**config.mk**
```make
export PLATFORM = sky130hd
export DESIGN_NAME = fp12_inverse
export DESIGN_NICKNAME = d
export VERILOG_FILES = /design/src/rtl/fp12_pkg.sv /design/src/rtl/fp12_recip_lut.sv /design/src/rtl/fp12_inverse.sv
export SDC_FILE = /design/constraint.sdc
export NUM_CORES = 1
export LEC_CHECK = 0
export ABC_AREA = 1
export BUFFER_PORTS_ARGS = -buffer_cell sky130_fd_sc_hd__buf_2
export CELL_PAD_IN_SITES_DETAIL_PLACEMENT = 0
export CELL_PAD_IN_SITES_GLOBAL_PLACEMENT = 1
export CORE_MARGIN = 1
export CORE_UTILIZATION = 41
export DETAILED_ROUTE_END_ITERATION = 7
export GPL_ROUTABILITY_DRIVEN = 0
export GPL_TIMING_DRIVEN = 0
export PLACE_DENSITY_LB_ADDON = 0.25
export SYNTH_ARGS = -nofsm -noshare
export SYNTH_HDL_FRONTEND = slang
export SYNTH_SLANG_ARGS = --single-unit
export TNS_END_PERCENT = 5
```
**constraint.sdc**
```tcl
create_clock -name clk -period 1 [get_ports clk]
set_clock_uncertainty 0.15 [all_clocks]
set_input_delay 0.15 -clock clk [delete_from_list [all_inputs] [get_ports clk]]
set_output_delay 0.15 -clock clk [all_outputs]
set_load 0.005 [all_outputs]
```
**src/rtl/fp12_pkg.sv**
```systemverilog
// Shared widths, constants and helpers for the FP12 -> binary16 reciprocal datapath.
// Subnormal FP12 operands are normalized only when FP12_INV_SUBNORM_EN is defined.
package fp12_pkg;

  localparam int EXP_W     = 5;
  localparam int MAN_W     = 6;
  localparam int BIAS      = 15;
  localparam int OUT_MAN_W = 10;

  localparam logic [15:0] FP16_INF  = 16'h7C00;
  localparam logic [15:0] FP16_QNAN = 16'h7E00;

  typedef enum logic [2:0] {
    CLS_ZERO,
    CLS_SUBNORM,
    CLS_NORMAL,
    CLS_INF,
    CLS_NAN
  } fp12_class_e;

  // Fraction of 2/(1+m/64) scaled to 10 bits, rounded to nearest; m=0 is the exact power-of-two case.
  function automatic logic [OUT_MAN_W-1:0] recip_entry(input int m);
    int q;
    if (m == 0) return '0;
    q = (262144 / (64 + m) + 1) / 2;
    return OUT_MAN_W'(q - 1024);
  endfunction

endpackage

```
**src/rtl/fp12_recip_lut.sv**
```systemverilog
// Combinational 64-entry reciprocal mantissa table; entries are elaboration-time constants.
module fp12_recip_lut
  import fp12_pkg::*;
(
  input  logic [MAN_W-1:0]     m,
  output logic [OUT_MAN_W-1:0] recip
);

  logic [OUT_MAN_W-1:0] rom [64];

  for (genvar i = 0; i < 64; i++) begin : g_rom
    assign rom[i] = recip_entry(i);
  end

  assign recip = rom[m];

endmodule

```
**src/rtl/fp12_inverse.sv**
```systemverilog
// Registered 1/a: FP12 (1/5/6, bias 15) in, IEEE binary16 out, one cycle latency.
// Define FP12_INV_SUBNORM_EN to normalize subnormal inputs instead of treating them as zero.
module fp12_inverse
  import fp12_pkg::*;
(
  input  logic        clk,
  input  logic        rst,
  input  logic [11:0] a,
  input  logic        in_valid,
  output logic [15:0] b,
  output logic        out_valid
);

  logic                 sign;
  logic [EXP_W-1:0]     e;
  logic [MAN_W-1:0]     m;
  fp12_class_e          cls;
  logic [MAN_W-1:0]     lut_in;
  logic [OUT_MAN_W-1:0] lut_out;
  int                   field;
  int                   shift;
  logic [OUT_MAN_W+1:0] ext;
  logic [OUT_MAN_W:0]   rnd;
  logic [15:0]          b_nxt;

  assign sign = a[11];
  assign e    = a[10:6];
  assign m    = a[5:0];

`ifdef FP12_INV_SUBNORM_EN
  logic [2:0]       lead;
  logic [MAN_W-1:0] frac;

  always_comb begin
    lead = '0;
    for (int i = 0; i < MAN_W; i++) begin
      if (m[i]) lead = 3'(i);
    end
    // Shift the leading one out; the remaining bits are the hidden-one fraction.
    frac = m << (3'd6 - lead);
  end

  assign lut_in = (cls == CLS_SUBNORM) ? frac : m;
`else
  assign lut_in = m;
`endif

  fp12_recip_lut u_lut (
    .m     (lut_in),
    .recip (lut_out)
  );

  always_comb begin
    // NOTE: every combinational output is assigned a default first so no path can infer a latch.
    cls = CLS_NORMAL;
    if (e == '1) begin
      cls = (m == '0) ? CLS_INF : CLS_NAN;
    end else if (e == '0) begin
`ifdef FP12_INV_SUBNORM_EN
      cls = (m == '0) ? CLS_ZERO : CLS_SUBNORM;
`else
      cls = CLS_ZERO;
`endif
    end
  end

  // Non-power-of-two significands land one binade lower, hence the extra -1.
  always_comb begin
    field = 2 * BIAS - int'(e) - ((m == '0) ? 0 : 1);
`ifdef FP12_INV_SUBNORM_EN
    if (cls == CLS_SUBNORM) field = 2 * BIAS + 5 - int'(lead) - ((frac == '0) ? 0 : 1);
`endif
  end

  always_comb begin
    shift = 1 - field;
    ext   = '0;
    rnd   = '0;
    b_nxt = {sign, FP16_INF[14:0]};
    unique case (cls)
      CLS_ZERO: b_nxt = {sign, FP16_INF[14:0]};
      CLS_INF:  b_nxt = {sign, 15'h0000};
      CLS_NAN:  b_nxt = {sign, FP16_QNAN[14:0]};
      default: begin
        if (field >= 31) begin
          b_nxt = {sign, FP16_INF[14:0]};
        end else if (field >= 1) begin
          b_nxt = {sign, field[4:0], lut_out};
        end else begin
          // Keep one guard bit below the LSB; a carry out of rnd promotes to the smallest normal.
          ext   = {1'b1, lut_out, 1'b0} >> shift;
          rnd   = ext[OUT_MAN_W+1:1] + {{OUT_MAN_W{1'b0}}, ext[0]};
          b_nxt = {sign, 4'b0000, rnd};
        end
      end
    endcase
  end

  always_ff @(posedge clk or posedge rst) begin
    if (rst) begin
      b         <= '0;
      out_valid <= 1'b0;
    end else begin
      out_valid <= in_valid;
      if (in_valid) b <= b_nxt;
    end
  end

endmodule

```
## Yosys cells after proc, flatten, opt, wreduce, memory -nomap -nowiden

Memories as Yosys holds them, arrays and structs flattened.
Cells that the tools add are included.

| word-level totals | value |
|---|---|
| register bits after elaboration | 17 |
| bits in read-only memories | 640 |
| input bits | 15 |
| output and inout port bits | 17 |
| memories kept | 1 |

| cells by class | value |
|---|---|
| add/subtract/negate cells | 4 |
| magnitude comparators | 3 |
| equality and inequality tests | 3 |
| shifts and indexed selects | 1 |
| mux-type cells | 9 |
| bitwise operators | 1 |
| reductions and logical operators | 3 |

Memory list:

| memory | depth | bits a word | read ports | clocked after memory_dff | write ports | RTL line | RTL |
|---|---|---|---|---|---|---|---|
| (no name shown) | 64 | 10 | 1 | 0 | 0 | fp12_recip_lut.sv:15 | `assign recip = rom[m];` |

Operators with widths:

| cell | count |
|---|---|
| one-hot mux 15 bit (3 select lines) | 1 |
| >> shifter 12 x 32 -> 12 bit | 1 |
| 2-to-1 mux 15 bit | 2 |
| 2-to-1 mux 10 bit | 2 |
| adder 11 x 1 -> 11 bit | 1 |
| subtractor 2 x 7 -> 8 bit (first input constant) | 1 |
| greater-or-equal comparator 7 x 2 -> 1 bit (second input constant) | 1 |
| greater-or-equal comparator 7 x 6 -> 1 bit (second input constant) | 1 |
| greater-or-equal comparator 7 bit (second input constant) | 1 |
| NOT 6 -> 7 bit | 1 |
| subtractor 6 x 2 -> 7 bit | 1 |
| logical NOT 6 bit | 1 |
| 2-to-1 mux 3 bit | 2 |
| subtractor 5 x 5 -> 6 bit (first input constant) | 1 |
| equality test 5 bit (second input constant) | 1 |
| logical NOT 5 bit | 1 |
| equality test 3 x 2 -> 1 bit (second input constant) | 1 |
| equality test 3 bit (second input constant) | 1 |
| logical NOT 3 bit | 1 |
| 2-to-1 mux 2 bit | 1 |
| 2-to-1 mux 1 bit | 1 |

## Logic depth before layout (Yosys ltp)

| depth | value |
|---|---|
| depth in word-level cells | 9 |
| gate-level depth with buffers | 36 |
| gate-level depth less buffers | 36 |

## By module

From an unflattened synthesis, not the netlist that was laid out.

| second synthesis, totals | value |
|---|---|
| cell total of the unflattened synthesis | 535 |
| area total of the unflattened synthesis | 3,180.6 um^2 |

Modules (own cells, without submodules):

| module | times used | cells each | area each (um^2) |
|---|---|---|---|
| fp12_inverse | 1 | 342 | 2,160.8 |
| fp12_recip_lut | 1 | 193 | 1,019.7 |

## Worst setup path after synthesis

Ideal clock, no wire load.

| timing | value |
|---|---|
| kind | input port to flip-flop |
| start | input port a[1] |
| end | register b[8] |
| data arrival time | 3.804 ns |
| data required time | 0.733 ns |
| setup slack | -3.070 ns |
| stages | 31 |
| path buffers | 0 |
| path through | inv_1 > ha_1 > inv_1 > nor2_1 > nand3_1 > ha_1 > ha_1 > nand3_2 > nand2_2 > clkinv_2 > ha_1 > nand3_2 > nor2_2 > nand2_2 > nand2_4 > nand2_4 > inv_4 > nand2_1 > o21ai_0 > a21oi_1 > a221o_1 > inv_1 > ha_1 > ha_1 > nand3_1 > nor3_2 > nand2_2 > nor3b_1 > o21ai_1 > nand2_1 > nand2_1 |

| between the ends | value |
|---|---|
| longest elaborated chain between the ends | 9 |
| elaborated cells between the ends (all ways) | 20 |

Ends and longest elaborated chain:

| element | RTL line | RTL |
|---|---|---|
| start, declared | fp12_inverse.sv:8 | `input logic [11:0] a,` |
| logical NOT 6 bit or NOT 6 -> 7 bit (tied branches) | fp12_inverse.sv:57, fp12_inverse.sv:69, fp12_recip_lut.sv:15 |  |
| 2-to-1 mux 1 bit or memory read (64 x 10 bit) (tied branches) | n/a |  |
| subtractor 6 x 2 -> 7 bit or 2-to-1 mux 10 bit (tied branches) | fp12_inverse.sv:69, fp12_recip_lut.sv:15 |  |
| subtractor 2 x 7 -> 8 bit or 2-to-1 mux 10 bit (tied branches) | fp12_inverse.sv:76, fp12_recip_lut.sv:15 |  |
| >> shifter 12 x 32 -> 12 bit | fp12_inverse.sv:91 | `ext = {1'b1, lut_out, 1'b0} >> shift;` |
| adder 11 x 1 -> 11 bit | fp12_inverse.sv:92 | `rnd = ext[OUT_MAN_W+1:1] + {{OUT_MAN_W{1'b0}}, ext[0]};` |
| 2-to-1 mux 15 bit | fp12_inverse.sv:87 | `end else if (field >= 1) begin` |
| 2-to-1 mux 15 bit | fp12_inverse.sv:85 | `if (field >= 31) begin` |
| one-hot mux 15 bit (3 select lines) * | fp12_inverse.sv:80 | `unique case (cls)` |
| end signal, assigned | fp12_inverse.sv:105 | `if (in_valid) b <= b_nxt;` |
| end, declared | fp12_inverse.sv:10 | `output logic [15:0] b,` |

Every way passes the cells marked *; elsewhere a longest branch is shown, timed or not. The select of a mux whose other input is x is not followed.
A chain may end at the register's enable or synchronous reset.

## Worst setup path after layout

| timing | value |
|---|---|
| start | input port a[0] |
| end | register b[4] |

Same word-level chain as after synthesis.

==> qor.csv <==
metric;value;unit
outcome;complete, but fails checks;
violations;hold timing, setup timing;
arrival;3.77;ns
dp_cells;645;
design.die.area;7636;sq um
io_pins;32;
yosys_warnings;0;
drtIter0Drc;407;
critPathSlowestCell;a221o_1;
clk_latency;0.25;ns
yosysSeqAreaShare;14.23;%
pre_cts_slack;-3.533;ns
grt_usage;26.05;%
antenna_left;0;
timing.final.ws_setup;-2.762;ns
start_util;43.28;%
p_leak;1.996;nW
core-area;6907;sq um
cp.buffers_inverters;8;
crit_fanout;6;
maxSlewHeadroom;58.01;%
placed_area;3411;sq um
grt_antenna_before_repair;0;
final_core_util;57.45;%
final_nets;635;
slew_viol_final;0;
dp_hpwl;7273;um
cts_max_level;1;
max_stage_delay;0.34;ns
ys_ff_latch;17;
fin_cells;695;
cts-root-buf;clkbuf_8;
irDropWorstVdd;0.4907;mV
fin_area;3968;sq um
wl_per_cell;14.27;um
portBuffers;30;
via_count;3792;
netlist_area;2989;sq um
clockBufferDepth;2;
maxCapViolCount;0;
die_height;87.39;um
finalHoldViolCount;17;
r2r_start;b[6];
period_needed;3.762;ns
rsz0062_at_grt;true;
vias_per_cell;5.456;
worstSetupPathType;in -> reg;
path_common_cell;ha_4;
tns;-34.61;ns
grt_pass1_wl;15840;um
fin_total_pwr;3.627;mW
fmax;265.8;MHz
yosysUniqueCellTypes;40;
routed_wl;9921;um
cp-start-kind;primary input;
setup_viol;32;
layout_commonest_cell;nand2_1;
cts.clk_slew.worst_paths;0.06;ns
drcViolationCount;0;
first_global_vias;3417;
cp_top_family;simple AND/OR/NAND/NOR gates;
drive_above_1_share;28.55;%
die_w;87.39;um
syn_to_final_growth;32.73;%
synth_area_per_cell;5.759;sq um
grt_max_degree;18;
pwr_density_cell;914.3;nW/um^2
synthesis.nets;554;
postSynthCellCount;519;
min_period_over_period;376.2;%
num_rows;30;
startpoint;a[0];
clock-sinks;17;
worstMarginPinSlew;0.6292;ns
antenna_cells;0;
first_pass_iters;6;
holdBufCountCts;2;
gr-total-overflow;0;
whs;-0.1749;ns
cts_made_buffers;3;
hold_path_class;in -> async;
cp_data_required_time;1.01;ns
cp-end-kind;register;
final_cell_mix;142 x nand2_1, 55 x nand3_1, 48 x inv_1;
cts_tree;done;
[synthesized netlist by cell type]
cell type / count / share of area (%)
a22o_1: 1 / 0.29
nor3b_1: 2 / 0.50
nand3b_1: 3 / 0.75
a21oi_1: 34 / 5.7
nor2_1: 46 / 5.8
o22a_1: 1 / 0.29
a21oi_2: 2 / 0.59
o21ai_1: 4 / 0.67
a21o_1: 1 / 0.25
o21a_1: 1 / 0.25
or2_2: 1 / 0.21
nand2_4: 2 / 0.75
nand4_1: 15 / 3.1
clkbuf_2: 1 / 0.17
nand3_1: 58 / 9.7
inv_1: 55 / 6.9
o311ai_0: 1 / 0.29
nor2_2: 8 / 1.7
nand2_2: 17 / 3.6
ha_1: 20 / 8.4
xor2_1: 2 / 0.59
o21ai_0: 31 / 5.2
nand2_1: 146 / 18
buf_2: 6 / 1.0
o211ai_1: 2 / 0.50
nor3_2: 1 / 0.33
inv_2: 5 / 0.63
clkinv_2: 1 / 0.17
buf_4: 2 / 0.50
a221oi_1: 1 / 0.29
or2_1: 2 / 0.42
o31ai_1: 3 / 0.75
nor3_1: 1 / 0.17
a221o_1: 1 / 0.33
dfrtp_1: 17 / 14
buf_6: 3 / 1.1
inv_4: 1 / 0.21
clkbuf_1: 9 / 1.1
nor2_4: 5 / 1.9
nand3_2: 7 / 2.3
[kinds of logic (layout without fill, tap and decap cells)]
| family | count (synthesis) | after routing | synth area share, % |
|---|---|---|---|
| XOR/XNOR | 2 | 2 | 0.5861 |
| adder cells (fa/ha/maj) | 20 | 20 | 8.372 |
| buffers and inverters | 83 | 163 | 11.85 |
| AO/OA/AOI/OAI | 83 | 83 | 15.40 |
| flip-flops | 17 | 17 | 14.23 |
| AND/OR/NAND/NOR | 314 | 314 | 49.56 |
[layer usage]
layer	global-route usage, %	up-vias	routed length [um]
li1	-	1856	-
met1	35.35	1745	4372
met2	46.31	173	4684
met3	2.180	18	760
met4	2.385	0	103
met5	0	-	0
[power by group]
group / switching (mW) / internal, mW
sequential: 0.0595 / 0.811
combinational: 1.40 / 0.853
clock: 0.219 / 0.282
[flip-flops by register name, indices dropped and copies added, names as in the netlist]
register   count
b             16
out_valid      1
[repair_timing]
item                                    CTS  global route
endpoints found under the hold margin    19            17
gates resized for setup                  35            10
endpoints found under the setup margin   33            32
gates cloned                              0             0
pin swaps                                21             6
setup buffers                            39             5
[cell type report]
cell class / count / area, sq um
inverters: 62 / 250.2
well taps: 96 / 120.1
multi-input cells: 419 / 2437
flip-flops and latches: 17 / 425.4
repair buffers: 76 / 546.8
plain buffers: 21 / 142.6
fillers: 715 / 2939
clock buffers: 4 / 45.04
[path summary, 6_finish.rpt]
path	slack, ns	cells past startpoint	end
setup / recovery	-2.76	31	b[4]
max in group asynchronous	0.47	2	b[0]
hold / removal	-0.17	2	b[10]
setup reg to reg	0.15	1	b[6]
min in group clk	0.19	4	b[15]
hold reg to reg	0.32	2	b[8]
Power figures use the tool's default switching activity.
